[config.mk]
export PLATFORM = sky130hd
export DESIGN_NAME = uart_frame_rx
export DESIGN_NICKNAME = d
export VERILOG_FILES = /design/src/rtl/uart_pkg.sv /design/src/rtl/rx_clk_gen.sv /design/src/rtl/uart_frame_rx.sv
export SDC_FILE = /design/constraint.sdc
export NUM_CORES = 1
export LEC_CHECK = 0
export CAP_MARGIN = 0
export CORE_ASPECT_RATIO = 1.75
export CORE_UTILIZATION = 62
export DETAILED_ROUTE_END_ITERATION = 10
export HOLD_SLACK_MARGIN = 0.12
export PLACE_DENSITY = 0.92
export SYNTH_ARGS = -nofsm -noshare
export SYNTH_HDL_FRONTEND = slang
export SYNTH_HIERARCHICAL = 1
export SYNTH_SLANG_ARGS = --single-unit
[constraint.sdc]
create_clock -name clk -period 5.6 [get_ports clk]
set_input_delay 1.12 -clock clk [delete_from_list [all_inputs] [get_ports clk]]
set_output_delay 1.12 -clock clk [all_outputs]
set_load 0.01 [all_outputs]
[src/rtl/uart_pkg.sv]
// Shared UART definitions used by the frame receiver (and its transmitter
// counterpart): one-hot FSM state encoding, parity-mode encoding and the
// bit-period helper used by both clock generators.
package uart_pkg;

    // One-hot receiver states.
    typedef enum logic [5:0] {
        ST_IDLE   = 6'b000001,
        ST_START  = 6'b000010,
        ST_DATA   = 6'b000100,
        ST_PARITY = 6'b001000,
        ST_STOP   = 6'b010000,
        ST_DONE   = 6'b100000
    } state_t;

    // Parity-mode encoding, identical on the transmit side.
    localparam logic [1:0] PAR_NONE = 2'b00;
    localparam logic [1:0] PAR_ODD  = 2'b01;
    localparam logic [1:0] PAR_EVEN = 2'b10;

    // Clock cycles per serial bit (integer division, truncating).
    function automatic int calc_bit_cyc(input int clk_freq, input int baud_rate);
        return clk_freq / baud_rate;
    endfunction

endpackage

[src/rtl/rx_clk_gen.sv]
// Baud counter for the UART receiver.
// Ports:
//   clk      - system clock
//   rst_n    - asynchronous active-low reset
//   clr      - synchronous clear of the counter (held while idle)
//   mid_tick - counter at HALF_CYC-1 (middle of the start bit)
//   bit_tick - counter at BIT_CYC-1 (one full bit period elapsed)
// The counter wraps to zero after BIT_CYC-1 so consecutive bit_ticks are
// exactly one bit period apart without any help from the FSM.
module rx_clk_gen
    import uart_pkg::*;
#(
    parameter int CLK_FREQUENCE = 50_000_000,
    parameter int BAUD_RATE     = 9600
) (
    input  logic clk,
    input  logic rst_n,
    input  logic clr,
    output logic mid_tick,
    output logic bit_tick
);

    localparam int BIT_CYC  = calc_bit_cyc(CLK_FREQUENCE, BAUD_RATE);
    localparam int HALF_CYC = BIT_CYC / 2;
    localparam int CNT_W    = (BIT_CYC > 2) ? $clog2(BIT_CYC) : 1;

    localparam logic [CNT_W-1:0] BIT_LAST  = CNT_W'(BIT_CYC - 1);
    localparam logic [CNT_W-1:0] HALF_LAST = CNT_W'(HALF_CYC - 1);

    logic [CNT_W-1:0] cnt_reg;
    logic [CNT_W-1:0] cnt_next;

    always_comb begin
        cnt_next = cnt_reg + 1'b1;
        if (clr || (cnt_reg == BIT_LAST)) begin
            cnt_next = '0;
        end
    end

    always_ff @(posedge clk or negedge rst_n) begin
        if (!rst_n) begin
            cnt_reg <= '0;
        end else begin
            cnt_reg <= cnt_next;
        end
    end

    assign mid_tick = (cnt_reg == HALF_LAST);
    assign bit_tick = (cnt_reg == BIT_LAST);

endmodule

[src/rtl/uart_frame_rx.sv]
// UART frame receiver: 1 start bit, FRAME_WD data bits LSB first, optional
// parity bit, 1 stop bit. Synchronises the serial line, detects the start
// edge, samples every bit at mid-bit and reports each frame with a
// one-cycle rx_done pulse plus parity / framing error flags.
// Ports:
//   clk        - system clock
//   rst_n      - asynchronous active-low reset
//   uart_rx    - asynchronous serial input, idles high
//   data_frame - last received word, bit 0 = first bit on the line
//   rx_done    - one-cycle pulse, outputs valid and updated
//   parity_err - parity mismatch on last frame (0 without parity)
//   frame_err  - stop bit sampled low on last frame
//   rx_busy    - high from start-bit detection until rx_done
module uart_frame_rx
    import uart_pkg::*;
#(
    parameter int    CLK_FREQUENCE = 50_000_000,
    parameter int    BAUD_RATE     = 9600,
    parameter string PARITY        = "NONE",
    parameter int    FRAME_WD      = 8
) (
    input  logic                clk,
    input  logic                rst_n,
    input  logic                uart_rx,
    output logic [FRAME_WD-1:0] data_frame,
    output logic                rx_done,
    output logic                parity_err,
    output logic                frame_err,
    output logic                rx_busy
);

    // Unknown parity strings fall back to no parity.
    localparam logic [1:0] PAR_MODE = (PARITY == "EVEN") ? PAR_EVEN :
                                      (PARITY == "ODD")  ? PAR_ODD  : PAR_NONE;

    localparam int BCNT_W = $clog2(FRAME_WD + 1);
    localparam logic [BCNT_W-1:0] BIT_LAST = BCNT_W'(FRAME_WD - 1);

    // Line synchroniser plus one history flop for edge detection.
    logic sync1_reg;
    logic sync2_reg;
    logic prev_reg;
    logic rx_bit;
    logic fall_edge;

    always_ff @(posedge clk or negedge rst_n) begin
        if (!rst_n) begin
            sync1_reg <= 1'b1;
            sync2_reg <= 1'b1;
            prev_reg  <= 1'b1;
        end else begin
            sync1_reg <= uart_rx;
            sync2_reg <= sync1_reg;
            prev_reg  <= sync2_reg;
        end
    end

    assign rx_bit    = sync2_reg;
    assign fall_edge = prev_reg & ~sync2_reg;

    // Baud timing.
    logic clr;
    logic mid_tick;
    logic bit_tick;

    rx_clk_gen #(
        .CLK_FREQUENCE (CLK_FREQUENCE),
        .BAUD_RATE     (BAUD_RATE)
    ) u_clk_gen (
        .clk      (clk),
        .rst_n    (rst_n),
        .clr      (clr),
        .mid_tick (mid_tick),
        .bit_tick (bit_tick)
    );

    // FSM and datapath state.
    state_t              state_reg,      state_next;
    logic [FRAME_WD-1:0] shift_reg,      shift_next;
    logic [BCNT_W-1:0]   bit_cnt_reg,    bit_cnt_next;
    logic                par_int_reg,    par_int_next;
    logic [FRAME_WD-1:0] data_frame_reg, data_frame_next;
    logic                parity_err_reg, parity_err_next;
    logic                frame_err_reg,  frame_err_next;

    always_ff @(posedge clk or negedge rst_n) begin
        if (!rst_n) begin
            state_reg <= ST_IDLE;
        end else begin
            state_reg <= state_next;
        end
    end

    always_comb begin
        state_next      = state_reg;
        clr             = 1'b0;
        shift_next      = shift_reg;
        bit_cnt_next    = bit_cnt_reg;
        par_int_next    = par_int_reg;
        data_frame_next = data_frame_reg;
        parity_err_next = parity_err_reg;
        frame_err_next  = frame_err_reg;

        case (state_reg)
            ST_IDLE: begin
                // Counter held at zero so START times the half bit from the edge.
                clr          = 1'b1;
                bit_cnt_next = '0;
                if (fall_edge) begin
                    state_next = ST_START;
                end
            end
            ST_START: begin
                if (mid_tick) begin
                    if (!rx_bit) begin
                        state_next   = ST_DATA;
                        clr          = 1'b1;
                        bit_cnt_next = '0;
                    end else begin
                        // Line back high at mid start bit: a glitch, not a frame.
                        state_next = ST_IDLE;
                    end
                end
            end
            ST_DATA: begin
                if (bit_tick) begin
                    // Shift right so the first bit ends up in bit 0.
                    shift_next   = {rx_bit, shift_reg[FRAME_WD-1:1]};
                    bit_cnt_next = bit_cnt_reg + 1'b1;
                    if (bit_cnt_reg == BIT_LAST) begin
                        state_next = (PAR_MODE == PAR_NONE) ? ST_STOP : ST_PARITY;
                    end
                end
            end
            ST_PARITY: begin
                if (bit_tick) begin
                    if (PAR_MODE == PAR_ODD) begin
                        par_int_next = ((^shift_reg) == rx_bit);
                    end else begin
                        par_int_next = ((^shift_reg) != rx_bit);
                    end
                    state_next = ST_STOP;
                end
            end
            ST_STOP: begin
                if (bit_tick) begin
                    // Results are registered on entry to DONE so they are
                    // already visible during the rx_done cycle.
                    data_frame_next = shift_reg;
                    parity_err_next = (PAR_MODE != PAR_NONE) && par_int_reg;
                    frame_err_next  = ~rx_bit;
                    state_next      = ST_DONE;
                end
            end
            ST_DONE: begin
                // Unconditional: an edge during this cycle is ignored.
                state_next = ST_IDLE;
            end
            default: begin
                state_next = ST_IDLE;
            end
        endcase
    end

    always_ff @(posedge clk or negedge rst_n) begin
        if (!rst_n) begin
            shift_reg      <= '0;
            bit_cnt_reg    <= '0;
            par_int_reg    <= 1'b0;
            data_frame_reg <= '0;
            parity_err_reg <= 1'b0;
            frame_err_reg  <= 1'b0;
        end else begin
            shift_reg      <= shift_next;
            bit_cnt_reg    <= bit_cnt_next;
            par_int_reg    <= par_int_next;
            data_frame_reg <= data_frame_next;
            parity_err_reg <= parity_err_next;
            frame_err_reg  <= frame_err_next;
        end
    end

    assign data_frame = data_frame_reg;
    assign parity_err = parity_err_reg;
    assign frame_err  = frame_err_reg;
    assign rx_done    = (state_reg == ST_DONE);
    assign rx_busy    = (state_reg == ST_START) || (state_reg == ST_DATA) ||
                        (state_reg == ST_PARITY) || (state_reg == ST_STOP);

endmodule
==> out/qor.csv, run 1 <==
stage,metric,value,unit
status,status,finished clean,
sta,Tcrit/Tclk final,53.4,%
power_and_ir_drop,power per cell area,339,nW/um^2
route,vias per inst,6.21,
worst_setup_path,critical-path maximum fanout,10,
cts,worst skew pair latency,300,ps
route,DR WL/cell,17.5,um
finish,n_diodes,0,
floorplanning,Rows,27,
sta,Worst Hold Slack,358,ps
route,DRT Pass-1 Iters,5,
cts,hold buffers post-CTS,0,
run,max_cap viols,0,
synthesis,Syn Inst Count,176,
worst_setup_path,critical path type,reg -> out,
finish,Final Util,72.2,%
sta,setup violators final,0,
sta,min cycle time layout,2990,ps
synthesis,Mapped Area,2000,um^2
floorplanning,Die X,45.0,um
synthesis,Synthesized Nets,181,
floorplanning,CORE AREA,3110,um^2
global_routing,largest net degree at the start of global routing,43,
cts,H-tree levels,2,
power_and_ir_drop,Final Total Pwr,0.760,mW
synthesis,sequential element share of the synthesized area,52.7,%
synthesis,"EDFF count, synth",0,
floorplanning,full die area,3470,um^2
finish,layout net count,194,
sta,fin worst setup slack,2610,ps
global_routing,vias in the first global route,1468,
floorplanning,Die Y,77.2,um
worst_hold_path,HP Start,sync1_reg,
sta,normalized max-slew margin,38.9,%
sta,setup TNS,0,ps
cts,clock transition at the registers of the reported paths,80,ps
cts,CTS tree,built,
worst_setup_path,CP top delay family,buffers and inverters,
worst_setup_path,"critical path, cell by cell",nor2_1 -> nand2_1 -> nor3_1 -> clkdlybuf4s50_1,
route,DR DRC count,0,
cts,post-CTS setup buffers,0,
sta,maximum clock frequency,334,MHz
synthesis,main flop type after synthesis,dfrtp_1,
worst_setup_path,origin of the critical flop-to-flop path,u_clk_gen/cnt_reg[0],
floorplanning,# IOs,15,
sta,RSZ-0062 raised after global routing,no,
worst_setup_path,crit path capture type,output pin,
cts,Longest Clk Path Bufs,2,
route,Post-DRT Antenna Nets,0,
place,Place WS,2740,ps
global_routing,remaining global-route overflow,0,
worst_setup_path,flop2flop setup slack,2660,ps
place,Routability Congestion,0.935,
worst_setup_path,crit start category,flop,
sta,Final Slew Violations,0,
synthesis,asr flop ratio synth,100,%
sta,Worst Skew,9.39,ps
synthesis,Syn Area/Cell,11.4,um^2
synthesis,Synth Register Bits,42,
worst_hold_path,Worst Hold Class,reg -> reg,
route,drt total wl,4080,um
cts,clk root buf,clkbuf_8,
place,input/output buffers,13,
worst_setup_path,cells on worst reg2reg path,6,
worst_setup_path,number of buffers and inverters on the critical path,1,
worst_setup_path,"slowest stage delay, CP",560,ps
global_routing,first-pass GRT wire length,6980,um
cts,clock tree sinks,42,
finish,share of layout cells above drive strength 1,20.5,%
floorplanning,Initial Util,64.5,%
worst_setup_path,Levels on crit path,4,
route,DR vias,1448,
route,Initial DRC Count,66,
worst_setup_path,reg-to-reg endpoint,data_frame[5],
worst_setup_path,crit path from,state_reg[2],
worst_setup_path,slowest library cell on the worst path,clkdlybuf4s50_1,
worst_setup_path,Crit path required time,4480,ps
worst_setup_path,CP arrival,1870,ps
global_routing,gr usage total,27.6,%
place,hpwl dp,2820,um
worst_hold_path,hold depth,0,
finish,Largest register FFs,13,
global_routing,initial antenna violation count,0,
cts,Num CTS Buffers,5,
finish,Syn-to-layout area delta,11.9,%
worst_setup_path,worst setup path end,rx_done,
cts,CTS resizes,0,
sta,Final Hold Vio Count,0,
power_and_ir_drop,leakage,0.970,nW
synthesis,synth warn,6,
sta,Least-Margin Pin Slew,917,ps
power_and_ir_drop,VDD IR max,0.299,mV
synthesis,post-synthesis cell type count,44,
[Yosys cell counts (all sizes together), types with 2 or more instances]
master   n  share of area [%]
dfrtp   38                 47
o31ai    5                1.9
a21oi   10                2.5
nand2    8                1.5
ha       2                1.2
nand4    4                1.2
o21ai    6                1.5
mux2    17                9.6
and3     2               0.62
nand3    9                2.2
o211ai   2               0.75
dfstp    4                5.2
xnor2    3                1.3
nor4     3               0.94
or4      5                2.0
nor2     9                1.7
buf      6                2.2
mux2i    2                1.0
nor3     4                1.6
nand2b   3               0.94
nand3b   3                1.1
xor2     2               0.87
inv      8                1.5
or3      6                2.0
[cells in the final DEF, fill, tap and decap left out, types with 2 or more instances in the layout]
master	n
nor3_1	3
or4_2	2
o31ai_1	5
xnor2_1	3
clkinv_2	2
dfstp_2	4
nor4_1	3
dfrtp_1	38
nand3b_1	3
mux2_2	17
or3_2	2
nand3_1	9
nor2_1	9
clkbuf_8	5
a21oi_1	10
and3_1	2
mux2i_1	2
or3_1	4
xor2_1	2
nand4_1	4
o211ai_1	2
nand2b_1	3
o21ai_0	6
or4_1	3
clkdlybuf4s50_1	12
inv_1	8
nand2_1	8
ha_1	2
[per-layer routing]
metal	vias up	wire [um]	global-route usage, %
li1	668	-	-
met1	728	1520	33.0
met2	46	2340	46.4
met3	6	141	5.18
met4	0	80	12.1
met5	-	0	0
[power by group]
part | switching [mW] | leakage (nW) | internal [mW] | total, mW
Sequential | 0.0297 | 0.567 | 0.328 | 0.358
Combinational | 0.106 | 0.345 | 0.0619 | 0.168
Clock | 0.104 | 0.0579 | 0.131 | 0.235
[worst reg2reg max path: stages, from the launching register on]
cell and delay (ps):
dfrtp_1 390, ha_1 230, or3b_2 520, nor4_1 650
nand2_1 210, nor3_4 440, mux2_2 400
[metrics by stage]
step / instances / area (um^2)
after floorplan: 176 / 2000
after global placement: 225 / 2130
after detailed placement: 225 / 2130
after CTS: 233 / 2240
after global routing: 233 / 2240
final: 233 / 2240
[worst min-delay path by stage]
stage	end	slack, ps
finish	rx_bit	360
global route	rx_bit	350
CTS	rx_bit	360
detailed placement	rx_bit	350
global placement	rx_bit	350
floorplan	rx_bit	350
[final cells by class]
| class | instances | area, um^2 |
|---|---|---|
| flip-flops and latches | 42 | 1060 |
| multi-input cells | 119 | 870 |
| fillers | 214 | 865 |
| repair buffers | 13 | 125 |
| clock buffers | 5 | 68.8 |
| well taps | 43 | 53.8 |
| clock inverters | 3 | 40.0 |
| inverters | 8 | 30.0 |
[logic make-up after synthesis]
family,after synthesis,synth area share [%]
multiplexers,19,10.5
AND/OR/NAND/NOR,60,17.7
other,1,0.187
AO/OA/AOI/OAI,32,11.5
buffers and inverters,15,3.93
flip-flops,42,52.7
adder cells (fa/ha/maj),2,1.25
XOR/XNOR,5,2.19
Power figures use the tool's default switching activity.
==> run 2, diff against run 1 <==
- CORE_UTILIZATION: 62 -> 57
- PLACE_DENSITY: 0.92 -> 0.86
- clock period: 5.6 -> 2.9 ns (I/O delays scaled with it)
==> run 2 against run 1 <==
Cell area up 0.78%; combinational power up 87%; sequential cell count unchanged; largest cell class unchanged; routed wire length down 8.7%; register-to-register slack worse by 2400 ps; global-route usage down 4.4 points; die area up 8.5%; final cell count up 1.3%; sequential share of layout area down 0.36 points; clock-buffer cell count up 1; largest power group unchanged; via count up 0.83%.
==> out/qor.csv, run 2 (synthesis results as in run 1) <==
stage,metric,value,unit
status,status,finished clean,
route,Post-DRT Antenna Nets,0,
cts,post-CTS setup buffers,0,
worst_setup_path,"critical path, cell by cell",ha_1 -> or3b_2 -> nor4_1 -> nand2_1 -> nor3_4 -> mux2_2,
floorplanning,# IOs,15,
finish,"commonest non-fill, non-tap cell in the layout",dfrtp_1,
worst_setup_path,Levels on crit path,6,
cts,CTS tree,built,
floorplanning,Rows,28,
route,DR WL/cell,15.8,um
worst_hold_path,HP Start,sync1_reg,
place,hpwl dp,2740,um
finish,Syn-to-layout area delta,12.8,%
finish,layout net count,195,
worst_setup_path,crit start category,flop,
sta,maximum clock frequency,375,MHz
floorplanning,full die area,3770,um^2
sta,min cycle time layout,2670,ps
worst_setup_path,CP top delay family,simple AND/OR/NAND/NOR gates,
global_routing,largest net degree at the start of global routing,43,
worst_setup_path,number of buffers and inverters on the critical path,0,
cts,Longest Clk Path Bufs,2,
floorplanning,Die X,46.8,um
power_and_ir_drop,power per cell area,641,nW/um^2
worst_setup_path,reg-to-reg endpoint,data_frame[4],
place,Place WS,246,ps
worst_setup_path,crit path from,u_clk_gen/cnt_reg[0],
route,Initial DRC Count,78,
route,DRT Pass-1 Iters,4,
finish,Largest register FFs,13,
worst_setup_path,cells on worst reg2reg path,6,
sta,setup TNS,0,ps
worst_setup_path,critical path type,reg -> reg,
sta,fin worst setup slack,232,ps
power_and_ir_drop,leakage,0.969,nW
route,vias per inst,6.19,
global_routing,vias in the first global route,1401,
power_and_ir_drop,Final Total Pwr,1.45,mW
sta,RSZ-0062 raised after global routing,no,
cts,H-tree levels,2,
run,max_cap viols,0,
sta,Least-Margin Pin Slew,881,ps
route,DR vias,1460,
sta,Worst Skew,6.44,ps
worst_setup_path,worst setup path end,data_frame[4],
sta,Tcrit/Tclk final,92.0,%
worst_setup_path,"slowest stage delay, CP",520,ps
finish,n_diodes,0,
sta,Worst Hold Slack,365,ps
global_routing,gr usage total,23.2,%
cts,clk root buf,clkbuf_8,
route,drt total wl,3730,um
worst_setup_path,flop2flop setup slack,230,ps
cts,clock tree sinks,42,
finish,share of layout cells above drive strength 1,20.9,%
cts,hold buffers post-CTS,0,
global_routing,first-pass GRT wire length,6230,um
worst_hold_path,Worst Hold Class,reg -> reg,
worst_setup_path,origin of the critical flop-to-flop path,u_clk_gen/cnt_reg[0],
place,Routability Congestion,0.871,
worst_setup_path,slowest library cell on the worst path,or3b_2,
place,input/output buffers,13,
floorplanning,CORE AREA,3360,um^2
worst_setup_path,CP arrival,2840,ps
cts,clock transition at the registers of the reported paths,70,ps
global_routing,initial antenna violation count,0,
global_routing,remaining global-route overflow,0,
sta,setup violators final,0,
place,Cells after DPL,228,
floorplanning,Initial Util,59.6,%
sta,Final Hold Vio Count,0,
worst_setup_path,Crit path required time,3070,ps
cts,Num CTS Buffers,5,
sta,Final Slew Violations,0,
power_and_ir_drop,VDD IR max,0.455,mV
route,DR DRC count,0,
finish,"commonest non-fill, non-tap cells in the layout","38 x dfrtp_1, 17 x mux2_2, 12 x clkdlybuf4s50_1",
finish,fin cells,236,
worst_hold_path,hold depth,0,
worst_setup_path,crit path capture type,flop,
worst_setup_path,critical-path maximum fanout,10,
cts,worst skew pair latency,290,ps
sta,normalized max-slew margin,41.2,%
floorplanning,Die Y,80.4,um
==> run 2: what timing repair did <==
item | CTS | global route
gates resized for setup | 0 | 1
endpoints found under the hold margin | 0 | 0
setup endpoints to repair | 0 | 1
==> run 2: how the worst min path moves through the flow <==
stage	end	slack, ps
3_5_place_dp	rx_bit	360
6_report	rx_bit	360
4_1_cts	rx_bit	370
3_3_place_gp	rx_bit	350
5_1_grt	rx_bit	370
2_1_floorplan	bit_cnt_reg[0]	280
==> run 2: layout make-up <==
cell class / instances / area, um^2
Tap cell: 45 / 56.3
Clock buffer: 6 / 72.6
Fill cell: 265 / 1100
Inverter: 8 / 30.0
Clock inverter: 2 / 37.5
Sequential cell: 42 / 1060
Timing Repair Buffer: 14 / 133
Multi-Input combinational cell: 119 / 876
==> run 2: stage by stage <==
step / area (um^2) / util [%]
global placement: 2140 / 63.8
finish: 2260 / 67.2
floorplan: 2000 / -
detailed placement: 2140 / 63.8
CTS: 2250 / 67.0
global route: 2260 / 67.2
==> run 2: routing by layer <==
metal	part of all wire (%)	vias up	wire, um	global-route usage, %
met5	0	-	0	0
met4	2.1	0	77	9.43
met3	5.0	11	185	6.29
met2	57	58	2110	40.1
met1	36	717	1360	25.3
li1	-	674	-	-
==> run 2: worst register-to-register path, stage by stage (launching register included) <==
cell and delay (ps):
dfrtp_1 410, ha_1 230, or3b_2 520, nor4_1 400, nand2_1 160, nor3_4 430
mux2_2 410
==> run 2: report_power, final <==
| part | internal, mW | switching, mW | leakage, nW |
|---|---|---|---|
| Clock | 0.257 | 0.189 | 0.0514 |
| Combinational | 0.119 | 0.195 | 0.350 |
| Sequential | 0.633 | 0.0565 | 0.567 |
